===== config.mk =====
export PLATFORM = sky130hd
export DESIGN_NAME = csa_accumulate_controller
export DESIGN_NICKNAME = d
export VERILOG_FILES = /design/src/rtl/csa_accumulate_controller.sv
export SDC_FILE = /design/constraint.sdc
export NUM_CORES = 1
export LEC_CHECK = 0
export ABC_AREA = 1
export CAP_MARGIN = 20
export CORE_MARGIN = 2
export CORE_UTILIZATION = 30
export CTS_BUF_LIST = sky130_fd_sc_hd__clkbuf_4 sky130_fd_sc_hd__clkbuf_8
export DETAILED_ROUTE_END_ITERATION = 12
export GPL_TIMING_DRIVEN = 0
export PLACE_DENSITY = 0.52
export SETUP_SLACK_MARGIN = 0.02
export SYNTH_ARGS = -nofsm -noshare
export SYNTH_HDL_FRONTEND = slang
export SYNTH_SLANG_ARGS = --single-unit

===== constraint.sdc =====
create_clock -name clk -period 3.7 [get_ports clk]
set_clock_uncertainty 0.1 [all_clocks]
set_input_delay 0.37 -clock clk [delete_from_list [all_inputs] [get_ports clk]]
set_output_delay 0.37 -clock clk [all_outputs]
set_load 0.005 [all_outputs]

===== src/rtl/csa_accumulate_controller.sv =====
// csa_accumulate_controller: carry-save accumulator for a stream of unsigned operands.
// One 3:2 compressor row absorbs one operand per cycle; after the last operand the
// same row is iterated with a zero third input until the carry vector is empty, then
// the sum is offered on a valid/ready output.
// Optional build macro: CSA_ACC_OVERFLOW_EN adds a sticky o_overflow result flag.
module csa_accumulate_controller #(
  parameter int unsigned WIDTH     = 8,
  parameter int unsigned CNT_WIDTH = 8,
  parameter int unsigned ACC_WIDTH = WIDTH + CNT_WIDTH
) (
  input  logic                 clk,
  input  logic                 rst,
  input  logic                 i_in_valid,
  output logic                 o_in_ready,
  input  logic [WIDTH-1:0]     i_in_data,
  input  logic                 i_in_last,
  output logic                 o_out_valid,
  input  logic                 i_out_ready,
  output logic [ACC_WIDTH-1:0] o_out_data,
  output logic [CNT_WIDTH-1:0] o_out_count,
  output logic                 o_busy
`ifdef CSA_ACC_OVERFLOW_EN
  ,
  output logic                 o_overflow
`endif
);

  localparam int unsigned ACC_MSB = ACC_WIDTH - 1;
  localparam logic [CNT_WIDTH-1:0] CNT_MAX = '1;

  typedef enum logic [1:0] {
    S_IDLE    = 2'd0,
    S_ACCUM   = 2'd1,
    S_RESOLVE = 2'd2,
    S_OUTPUT  = 2'd3
  } state_t;

  state_t                r_state;
  state_t                w_state_nxt;
  logic [ACC_WIDTH-1:0]  r_sum;
  logic [ACC_WIDTH-1:0]  r_cry;
  logic [CNT_WIDTH-1:0]  r_cnt;
  logic [ACC_WIDTH-1:0]  w_sum_nxt;
  logic [ACC_WIDTH-1:0]  w_cry_nxt;
  logic [CNT_WIDTH-1:0]  w_cnt_nxt;
  logic [ACC_WIDTH-1:0]  w_y;
  logic [ACC_WIDTH-1:0]  w_z;
  logic [ACC_WIDTH-1:0]  w_cmp_sum;
  logic [ACC_WIDTH-1:0]  w_cmp_cry;
  logic                  w_accept;
  logic                  w_first;
  logic                  w_drop;
  logic                  w_load_out;
  logic                  w_clr_out;

  // Compressor row: carry vector shifted up one weight, its top bit falls off the end
  always_comb begin
    w_y       = {r_cry[ACC_MSB-1:0], 1'b0};
    w_z       = (r_state == S_ACCUM) ? ACC_WIDTH'(i_in_data) : '0;
    w_cmp_sum = r_sum ^ w_y ^ w_z;
    w_cmp_cry = (r_sum & w_y) | (r_sum & w_z) | (w_y & w_z);
    w_accept  = i_in_valid & o_in_ready;
  end

  // Next-state and datapath update selection
  always_comb begin
    w_state_nxt = r_state;
    w_sum_nxt   = r_sum;
    w_cry_nxt   = r_cry;
    w_cnt_nxt   = r_cnt;
    w_first     = 1'b0;
    w_drop      = 1'b0;
    w_load_out  = 1'b0;
    w_clr_out   = 1'b0;
    case (r_state)
      S_IDLE: begin
        if (w_accept) begin
          w_sum_nxt   = ACC_WIDTH'(i_in_data);
          w_cry_nxt   = '0;
          w_cnt_nxt   = CNT_WIDTH'(1);
          w_first     = 1'b1;
          w_state_nxt = i_in_last ? S_RESOLVE : S_ACCUM;
        end
      end
      S_ACCUM: begin
        if (w_accept) begin
          w_sum_nxt = w_cmp_sum;
          w_cry_nxt = w_cmp_cry;
          w_drop    = r_cry[ACC_MSB];
          w_cnt_nxt = (r_cnt == CNT_MAX) ? r_cnt : r_cnt + CNT_WIDTH'(1);
          if (i_in_last) begin
            w_state_nxt = S_RESOLVE;
          end
        end
      end
      S_RESOLVE: begin
        if (r_cry != '0) begin
          w_sum_nxt = w_cmp_sum;
          w_cry_nxt = w_cmp_cry;
          w_drop    = r_cry[ACC_MSB];
        end else begin
          w_load_out  = 1'b1;
          w_state_nxt = S_OUTPUT;
        end
      end
      S_OUTPUT: begin
        if (i_out_ready) begin
          w_clr_out   = 1'b1;
          w_sum_nxt   = '0;
          w_cry_nxt   = '0;
          w_cnt_nxt   = '0;
          w_state_nxt = S_IDLE;
        end
      end
      default: begin
        w_state_nxt = S_IDLE;
      end
    endcase
  end

  // State, accumulator and registered handshake/status outputs
  always_ff @(posedge clk) begin
    if (rst) begin
      r_state     <= S_IDLE;
      r_sum       <= '0;
      r_cry       <= '0;
      r_cnt       <= '0;
      o_in_ready  <= 1'b1;
      o_busy      <= 1'b0;
      o_out_valid <= 1'b0;
      o_out_data  <= '0;
      o_out_count <= '0;
    end else begin
      r_state    <= w_state_nxt;
      r_sum      <= w_sum_nxt;
      r_cry      <= w_cry_nxt;
      r_cnt      <= w_cnt_nxt;
      o_in_ready <= (w_state_nxt == S_IDLE) || (w_state_nxt == S_ACCUM);
      o_busy     <= (w_state_nxt != S_IDLE);
      if (w_load_out) begin
        o_out_valid <= 1'b1;
        o_out_data  <= r_sum;
        o_out_count <= r_cnt;
      end else if (w_clr_out) begin
        o_out_valid <= 1'b0;
      end
    end
  end

`ifdef CSA_ACC_OVERFLOW_EN
  logic r_ovf;

  // Sticky record of any carry bit dropped off the top during this set
  always_ff @(posedge clk) begin
    if (rst) begin
      r_ovf      <= 1'b0;
      o_overflow <= 1'b0;
    end else begin
      if (w_first || w_clr_out) begin
        r_ovf <= 1'b0;
      end else if (w_drop) begin
        r_ovf <= 1'b1;
      end
      if (w_load_out) begin
        o_overflow <= r_ovf;
      end else if (w_clr_out) begin
        o_overflow <= 1'b0;
      end
    end
  end
`endif

endmodule


==> impl_metrics.ini, run 1 <==
[global_routing]
grt_max_degree = 13
grt_pass1_vias = 2758
grt_use_met2_pct = 24.1
gr-usage-met3_pct = 3.23
busiest_layer = met2
gr-total-overflow = 0
grt_pass1_wl_um = 13900
grt_use_met1_pct = 20.4
antenna_found_initial = 0
grt_usage_pct = 15.2

[die]
die-area_um2 = 12100
start_util_pct = 31.0
die_h_um = 110
rows = 38
fp.dieW_um = 110
io_pins = 40
core_area_um2 = 10900

[synth]
synth_cell_types = 27
yosysWarnings = 0
ys_seq_elements = 69
avgSynthCellArea_um2 = 7.14
synth_nets = 508
synth_top_area_cell = dfxtp_1
seq_area_frac_synth_pct = 40.9
synth_area_leaders = dfxtp_1 (41%), nor2_1 (13%), nand2_1 (11%)
syn-instance-count = 473
synth_top_area_share_pct = 40.9
synth_area_um2 = 3380

[sta]
worst_pin_slew_ps = 523
fin_crit_ps = 2400
hold_viol = 0
relSlewSlack_pct = 65.1
post-route-period-util_pct = 65.0
clock.fmax_mhz = 416
slew_violations = 0
setup_viol = 0
fin_tns_setup_ps = 0
setup_ws_ps = 1300
rsz0062_at_grt = false

[min_path]
min-delay-start = o_out_valid
hold_end = o_out_valid
hold_depth = 2
hold_class = flop to flop

[worst_setup_path]
worstRegToRegCells = 10
crit_fanout = 10
timing.rr.start = r_state[1]
critPathArrivalTime_ps = 2550
worstSetupEndpointType = flop
cp.required_ps = 3840
cp-start-kind = flop
crit_type = flop to flop
regToRegEndpoint = r_sum[3]
reg2reg_slack_ps = 1300

[cts]
clock_path_buffers = 2
clock_latency_ps = 350
cts_buffers = 9
clock-sinks = 69
root_buffer = clkbuf_8
tritoncts = built
ctsHoldBuffers = 0
cts_max_level = 3
clkTransAtPathRegs_ps = 70
postCtsSetupBuffers = 0
cts_resized = 0

[place]
io_buffers = 39
pre_cts_ws_ps = 1310
place_congestion = 0.797
dp_hpwl_um = 6270

[power]
p_sw_share_pct = 42.8
leakage_nw = 1.88
total_power_mw = 3.33
power.density_nw_per_um2 = 802
power_frac_clock_pct = 19.8
p_seq_share_pct = 35.6
internal_power_mw = 1.91
ir_drop_uv = 258
p_switching_mw = 1.42
pwr-share-comb_pct = 44.6

[routing]
wl_per_cell_um = 12.6
drt-vias-per-instance = 4.45
post-route-drc-count = 0
detail_route.first_pass.iterations = 4
detail-route-antenna-nets = 0
vias = 2975
drt-total-wl_um = 8430
drt-initial-drc-count = 162

[layout]
antennaDiodeCount = 0
nNetsFinal = 558
syn_to_final_growth_pct = 23.0
fillCellCount = 1159
final_util_pct = 38.1
layout-drive-gt1-share_pct = 7.20

[outcome]
status = completed

[job]
cap_violations = 0
per-stage QoR:
| stage | instance area (um2) | hold slack (ps) | std cells |
|---|---|---|---|
| 3_5_place_dp | 3940 | 374 | 652 |
| 4_1_cts | 4150 | 384 | 668 |
| 3_3_place_gp | 3940 | 364 | 652 |
| 2_1_floorplan | 3380 | 339 | 473 |
| 5_1_grt | 4150 | 404 | 668 |
| 6_report | 4150 | 377 | 668 |
power groups by stage:
stage,clock network [mW],logic [mW],registers (mW)
finish,0.659,1.49,1.18
global route,0.707,1.72,1.22
CTS,0.667,1.50,1.19
detailed placement,0,1.50,1.20
global placement,0,1.48,1.20
floorplan,0,1.08,1.14
cell usage in the layout, fill, tap and decap left out, types with 2 or more instances in the layout:
cell             count
nand2_2              2
clkbuf_1            10
ha_1                15
a21oi_1             22
nor3_1               4
a22o_1               8
nor2_2               2
o21ai_0             40
nand2_1            103
clkdlybuf4s50_1     39
nor2_1             118
nand3_1              6
inv_1               45
buf_6                5
fa_1                 7
clkbuf_8            11
clkinvlp_4           2
buf_2                6
dfxtp_1             69
logic make-up (layout without fill, tap and decap cells):
group           after synthesis  count (layout)  share of synthesized area, %
buf+inv                      68             123                          8.97
compound gates               73              73                          12.0
flops                        69              69                          40.9
fa+ha+maj                    22              22                          9.71
simple gates                241             241                          28.5
registers in the layout (all words and copies together) (netlist names):
signal	cells
r_cnt	8
r_cry	16
o_in_ready	1
o_out_count	8
o_busy	1
r_sum	16
o_out_data	16
r_state	2
o_out_valid	1
synth_stat cells:
library cell    n
nand2_1       103
clkbuf_1       10
nor2_4          1
nand3_1         6
nand3_2         1
o211ai_1        1
fa_1            7
o21bai_1        1
inv_1          45
nor2_1        118
nor3b_1         1
inv_4           1
nand2_4         1
nand2_2         2
ha_1           15
buf_6           5
a22o_1          8
nor3_2          1
o21ai_0        40
a21oi_2         1
a21oi_1        22
nand4_1         1
nor2_2          2
nor3_1          4
inv_2           1
buf_2           6
dfxtp_1        69
layer usage:
metal  vias up  share of wire [%]
li1       1580                  -
met4         0               0.95
met5         -                  0
met2        60                 45
met1      1330                 49
met3         5                4.5
critical path, stage by stage, from the launching register on:
cell and delay (ps):
dfxtp_1 340, inv_1 150, ha_1 190, buf_6 130, clkbuf_1 370, nand2_1 90, inv_1 80, fa_1 410
a22o_1 210, o21ai_0 170, nor2_1 60
layout make-up:
type                            count  area, um2  area share [%]
Sequential cell                    69       1380            33.3
Tap cell                          140        175            4.22
Timing Repair Buffer               39        390            9.40
Clock inverter                      5       58.8            1.42
Multi-Input combinational cell    336       1690            40.8
Clock buffer                       11        151            3.65
Buffer                             21        124            2.98
Inverter                           47        179            4.31
worst max-delay path by stage:
stage | startpoint | end | cells after the start
floorplan | r_state[1] | r_sum[7] | 10
global placement | r_state[1] | r_sum[7] | 10
detailed placement | r_state[1] | r_sum[2] | 10
CTS | r_state[1] | r_sum[3] | 10
global route | r_state[1] | r_sum[7] | 10
finish | r_state[1] | r_sum[3] | 10
No activity file was read; power rests on OpenSTA's default activity.
==> run 2: changes to the inputs <==
--- a/config.mk
+++ b/config.mk
@@ -12,7 +12,7 @@
 export CTS_BUF_LIST = sky130_fd_sc_hd__clkbuf_4 sky130_fd_sc_hd__clkbuf_8
 export DETAILED_ROUTE_END_ITERATION = 12
 export GPL_TIMING_DRIVEN = 0
-export PLACE_DENSITY = 0.52
+export PLACE_DENSITY = 0.54
 export SETUP_SLACK_MARGIN = 0.02
 export SYNTH_ARGS = -nofsm -noshare
 export SYNTH_HDL_FRONTEND = slang
==> constraint.sdc (replaced) <==
create_clock -name clk -period 2.06 [get_ports clk]
set_clock_uncertainty 0.1 [all_clocks]
set_input_delay 0.206 -clock clk [delete_from_list [all_inputs] [get_ports clk]]
set_output_delay 0.206 -clock clk [all_outputs]
set_load 0.005 [all_outputs]
==> impl_metrics.ini, run 2 (synthesized netlist as in run 1, its figures left out) <==
[routing]
drt-total-wl_um = 8350
drt-vias-per-instance = 4.44
wl_per_cell_um = 12.5
detail-route-antenna-nets = 0
detail_route.first_pass.iterations = 4
drt-initial-drc-count = 204
vias = 2974
post-route-drc-count = 0

[place]
io_buffers = 39
place_congestion = 0.757
dp.cells = 652
dp_hpwl_um = 6200

[global_routing]
grt_pass1_wl_um = 13800
gr-total-overflow = 0
grt_max_degree = 17
grt_usage_pct = 15.1
antenna_found_initial = 0
grt_pass1_vias = 2842

[power]
p_switching_mw = 2.58
ir_drop_uv = 430
leakage_nw = 1.90
power_frac_clock_pct = 18.0
p_sw_share_pct = 42.7
pwr-share-comb_pct = 46.4
power.density_nw_per_um2 = 1430
p_seq_share_pct = 35.6
internal_power_mw = 3.45

[worst_setup_path]
critPathArrivalTime_ps = 2060
cp_top_family = adder cells
cp-start-kind = flop
cp_slowest_cell = fa_1
worstSetupEndpointType = flop
slowest_delay_ps = 430
crit_fanout = 12
cp.required_ps = 2210
worstPathCellList = inv_2, ha_1, buf_6, nand2_1, inv_1, fa_1, a22o_1, o21ai_0, nor2_1
crit_type = flop to flop
critical_path_buf_inv_count = 3

[sta]
worst_pin_slew_ps = 506
fin_crit_ps = 1910
clock.fmax_mhz = 524
relSlewSlack_pct = 66.3
rsz0062_at_grt = false
hold_viol = 0
slew_violations = 0
post-route-period-util_pct = 92.6
setup_viol = 0
fin_tns_setup_ps = 0

[layout]
layout-drive-gt1-share_pct = 9.25
syn_to_final_growth_pct = 24.5
final_cells = 670
final_common_cell = nor2_1
nNetsFinal = 560
reg_top3 = o_out_data: 16 flops, r_cry: 16 flops, r_sum: 16 flops
antennaDiodeCount = 0
final_cell_mix = nor2_1 (117), nand2_1 (103), dfxtp_1 (67)

[die]
die_h_um = 110
io_pins = 40
fp.dieW_um = 110
core_area_um2 = 10900
rows = 38
start_util_pct = 31.0
die-area_um2 = 12100

[min_path]
hold_class = flop to flop

[cts]
clkTransAtPathRegs_ps = 70
cts_buffers = 9
root_buffer = clkbuf_8
tritoncts = built
clock_path_buffers = 2
clock-sinks = 69
cts_max_level = 3
ctsHoldBuffers = 0
clock_latency_ps = 350

[job]
cap_violations = 0

[outcome]
status = completed
-- run 2: cell types whose count changed in the layout (fill, tap and decap cells not counted), moves of 2 or more --
| cell | before | now |
|---|---|---|
| buf_2 | 6 | 4 |
| buf_4 | 0 | 5 |
| clkbuf_1 | 10 | 6 |
| clkbuf_8 | 11 | 13 |
| dfxtp_1 | 69 | 67 |
| dfxtp_2 | 0 | 2 |
| inv_1 | 45 | 43 |
| inv_2 | 1 | 3 |
| o21ai_0 | 40 | 32 |
| o21ai_1 | 0 | 8 |
-- run 2: repair_timing --
item | 4_1_cts | 5_1_grt
endpoints found under the setup margin | 11 | 57
setup buffers | 0 | 3
resized for setup | 2 | 30
pin swaps | 0 | 1
endpoints found under the hold margin | 0 | 0
-- run 2: final timing paths --
check	startpoint	end	slack, ps	cells past startpoint
hold / removal	o_out_valid	o_out_valid	380	2
hold reg to reg	o_out_valid	o_out_valid	380	2
setup reg to reg	r_state[1]	r_sum[4]	150	9
setup / recovery	r_state[1]	r_sum[4]	150	9
-- run 2: per-layer routing --
layer,track usage [%],vias up,part of all wire [%]
met2,24.1,50,46
met1,19.8,1340,50
met4,5.36,0,1.0
met3,4.00,5,3.7
met5,0,-,0
li1,-,1579,-
-- run 2: worst reg2reg max path, stage by stage (launching register included) --
cell and delay [ps]:
dfxtp_2 360, inv_2 70, ha_1 190, buf_6 140, nand2_1 60, inv_1 50, fa_1 430, a22o_1 200
o21ai_0 150, nor2_1 50
-- run 2: final cells by class --
cell class	instances	area, um2
Buffer	20	138
Clock buffer	13	179
Clock inverter	3	17.5
Fill cell	1162	6680
Inverter	47	181
Multi-Input combinational cell	336	1720
Sequential cell	69	1380
Tap cell	140	175
Timing Repair Buffer	42	413
-- run 2: stage by stage --
stage | util (%) | worst slack (ps) | cell area, um2 | hold slack (ps) | power [mW]
detailed placement | 36.2 | -158 | 3940 | 373 | 4.85
finish | 38.6 | 153 | 4210 | 381 | 6.03
global route | 38.6 | 29.7 | 4210 | 412 | 6.62
CTS | 38.0 | 22.9 | 4140 | 383 | 5.94
global placement | 36.2 | -121 | 3940 | 363 | 4.79
floorplan | - | 56.3 | 3380 | 175 | 3.99
-- run 2: power by group through the flow --
stage,Sequential (mW),Combinational (mW),Clock [mW]
global route,2.21,3.22,1.19
CTS,2.13,2.69,1.12
finish,2.14,2.80,1.09
global placement,2.15,2.65,0
detailed placement,2.17,2.68,0
floorplan,2.06,1.94,0
==> run 3: changes to the inputs <==
--- a/config.mk
+++ b/config.mk
@@ -13,6 +13,7 @@
 export DETAILED_ROUTE_END_ITERATION = 12
 export GPL_TIMING_DRIVEN = 0
 export PLACE_DENSITY = 0.54
+export REMOVE_ABC_BUFFERS = 1
 export SETUP_SLACK_MARGIN = 0.02
 export SYNTH_ARGS = -nofsm -noshare
 export SYNTH_HDL_FRONTEND = slang
==> impl_metrics.ini, run 3 (synthesized netlist as in run 1, its figures left out) <==
[outcome]
status = completed

[sta]
hold_ws_ps = 383
fin_crit_ps = 1920
clock.fmax_mhz = 521
slew_violations = 0
setup_viol = 0
relSlewSlack_pct = 63.3
worst_pin_slew_ps = 548
hold_viol = 0
post-route-period-util_pct = 93.1
rsz0062_at_grt = true

[job]
cap_violations = 0

[worst_setup_path]
cp_slowest_cell = fa_1
crit_fanout = 13
worstPathCellList = inv_2, ha_4, nand2_1, inv_1, fa_1, a22o_1, o21ai_0, nor2_1
cp-start-kind = flop
crit_type = flop to flop
cp_top_family = adder cells
critical_path_buf_inv_count = 2
cp.required_ps = 2210
worstSetupEndpointType = flop
slowest_delay_ps = 410
worstRegToRegCells = 8
regToRegEndpoint = r_sum[5]
critPathArrivalTime_ps = 2070
timing.rr.start = r_state[1]
reg2reg_slack_ps = 140

[global_routing]
grt_pass1_vias = 2633
busiest_layer = met2
grt_use_met1_pct = 16.2
grt_use_met2_pct = 21.6
grt_pass1_wl_um = 12200
gr-usage-met3_pct = 3.00
grt_usage_pct = 13.0
antenna_found_initial = 0
gr-total-overflow = 0
grt_max_degree = 49

[power]
leakage_nw = 1.93
ir_drop_uv = 519
internal_power_mw = 3.66
p_sw_share_pct = 43.0
power.density_nw_per_um2 = 1480
power_frac_clock_pct = 19.6
pwr-share-comb_pct = 47.4
p_switching_mw = 2.76
p_seq_share_pct = 33.0

[cts]
clock-sinks = 69
cts_max_level = 3
clock_latency_ps = 360
clock_path_buffers = 2
cts_buffers = 9
tritoncts = built
ctsHoldBuffers = 0
root_buffer = clkbuf_8
clkTransAtPathRegs_ps = 80

[layout]
fillCellCount = 1135
final_cell_mix = nor2_1 (117), nand2_1 (103), dfxtp_1 (68)
final_common_cell = nor2_1
reg_top3 = o_out_data: 16 flops, r_cry: 16 flops, r_sum: 16 flops
nNetsFinal = 554
syn_to_final_growth_pct = 28.3
layout-drive-gt1-share_pct = 10.1
antennaDiodeCount = 0
final_util_pct = 39.8

[place]
place_congestion = 0.784
dp_hpwl_um = 4770
io_buffers = 39

[routing]
drt-total-wl_um = 8470
vias = 3029
drt-initial-drc-count = 117
detail_route.first_pass.iterations = 5
post-route-drc-count = 0
wl_per_cell_um = 12.8
drt-vias-per-instance = 4.56
detail-route-antenna-nets = 0

[min_path]
hold_depth = 2
hold_class = flop to flop
min-delay-start = o_out_data[2]
hold_end = o_out_data[2]

[die]
die_h_um = 110
die-area_um2 = 12100
fp.dieW_um = 110
io_pins = 40
rows = 38
start_util_pct = 31.0
core_area_um2 = 10900
-- run 3: cell types whose count changed in the layout (fill, tap and decap cells not counted), sizes merged --
cell,delta
clkbuf,-11
buf,-3
clkinv,+3
nand2,+3
bufinv,+2
-- run 3: power by group through the flow --
stage	Clock (mW)	Combinational [mW]	Sequential [mW]
after CTS	1.28	2.61	2.10
after global placement	0	2.41	2.11
after detailed placement	0	2.46	2.13
after floorplan	0	1.78	2.06
after global routing	1.34	3.44	2.19
final	1.26	3.04	2.12
-- run 3: layer usage --
metal	vias up	part of all wire (%)
li1	1577	-
met1	1389	48
met2	51	46
met3	12	3.5
met4	0	2.1
met5	-	0
-- run 3: timing repair --
action                     4_1_cts  5_1_grt
setup buffers                    2        9
gates cloned                     0        5
pin swaps                        1        3
setup endpoints to repair       64       55
gates resized for setup         10       21
-- run 3: how the worst max path moves through the flow --
stage	start	endpoint	slack, ps	cells after the start
after floorplan	r_state[1]	r_sum[7]	90	8
after global placement	rst	o_in_ready	-740	5
after detailed placement	r_state[1]	r_sum[1]	-390	9
after CTS	r_state[0]	r_sum[12]	-4	9
after global routing	r_state[1]	r_sum[5]	10	8
final	r_state[1]	r_sum[5]	140	8
-- run 3: per-stage QoR --
step | TNS (ps) | std cells | area [um2] | total power, mW | setup WS (ps)
2_1_floorplan | 0 | 452 | 3250 | 3.83 | 88.6
3_3_place_gp | -32180 | 631 | 3820 | 4.52 | -743
3_5_place_dp | -15910 | 632 | 3840 | 4.59 | -390
4_1_cts | -5.01 | 650 | 4130 | 5.99 | -3.71
5_1_grt | 0 | 664 | 4330 | 6.96 | 14.5
6_report | 0 | 664 | 4330 | 6.42 | 141
-- run 3: worst min-delay path: stages, from the launching register on --
cell and delay, ps:
dfxtp_1 330, nor2_1 50, nor2_1 80
-- run 3: layout make-up --
class                           instances  area (um2)  area share (%)
Multi-Input combinational cell        339        1830            42.1
Sequential cell                        69        1380            31.9
Timing Repair Buffer                   51         505            11.7
Inverter                               47         201            4.65
Tap cell                              140         175            4.04
Clock buffer                           10         138            3.18
Clock inverter                          6        86.3            1.99
Timing Repair inverter                  2        20.0           0.462
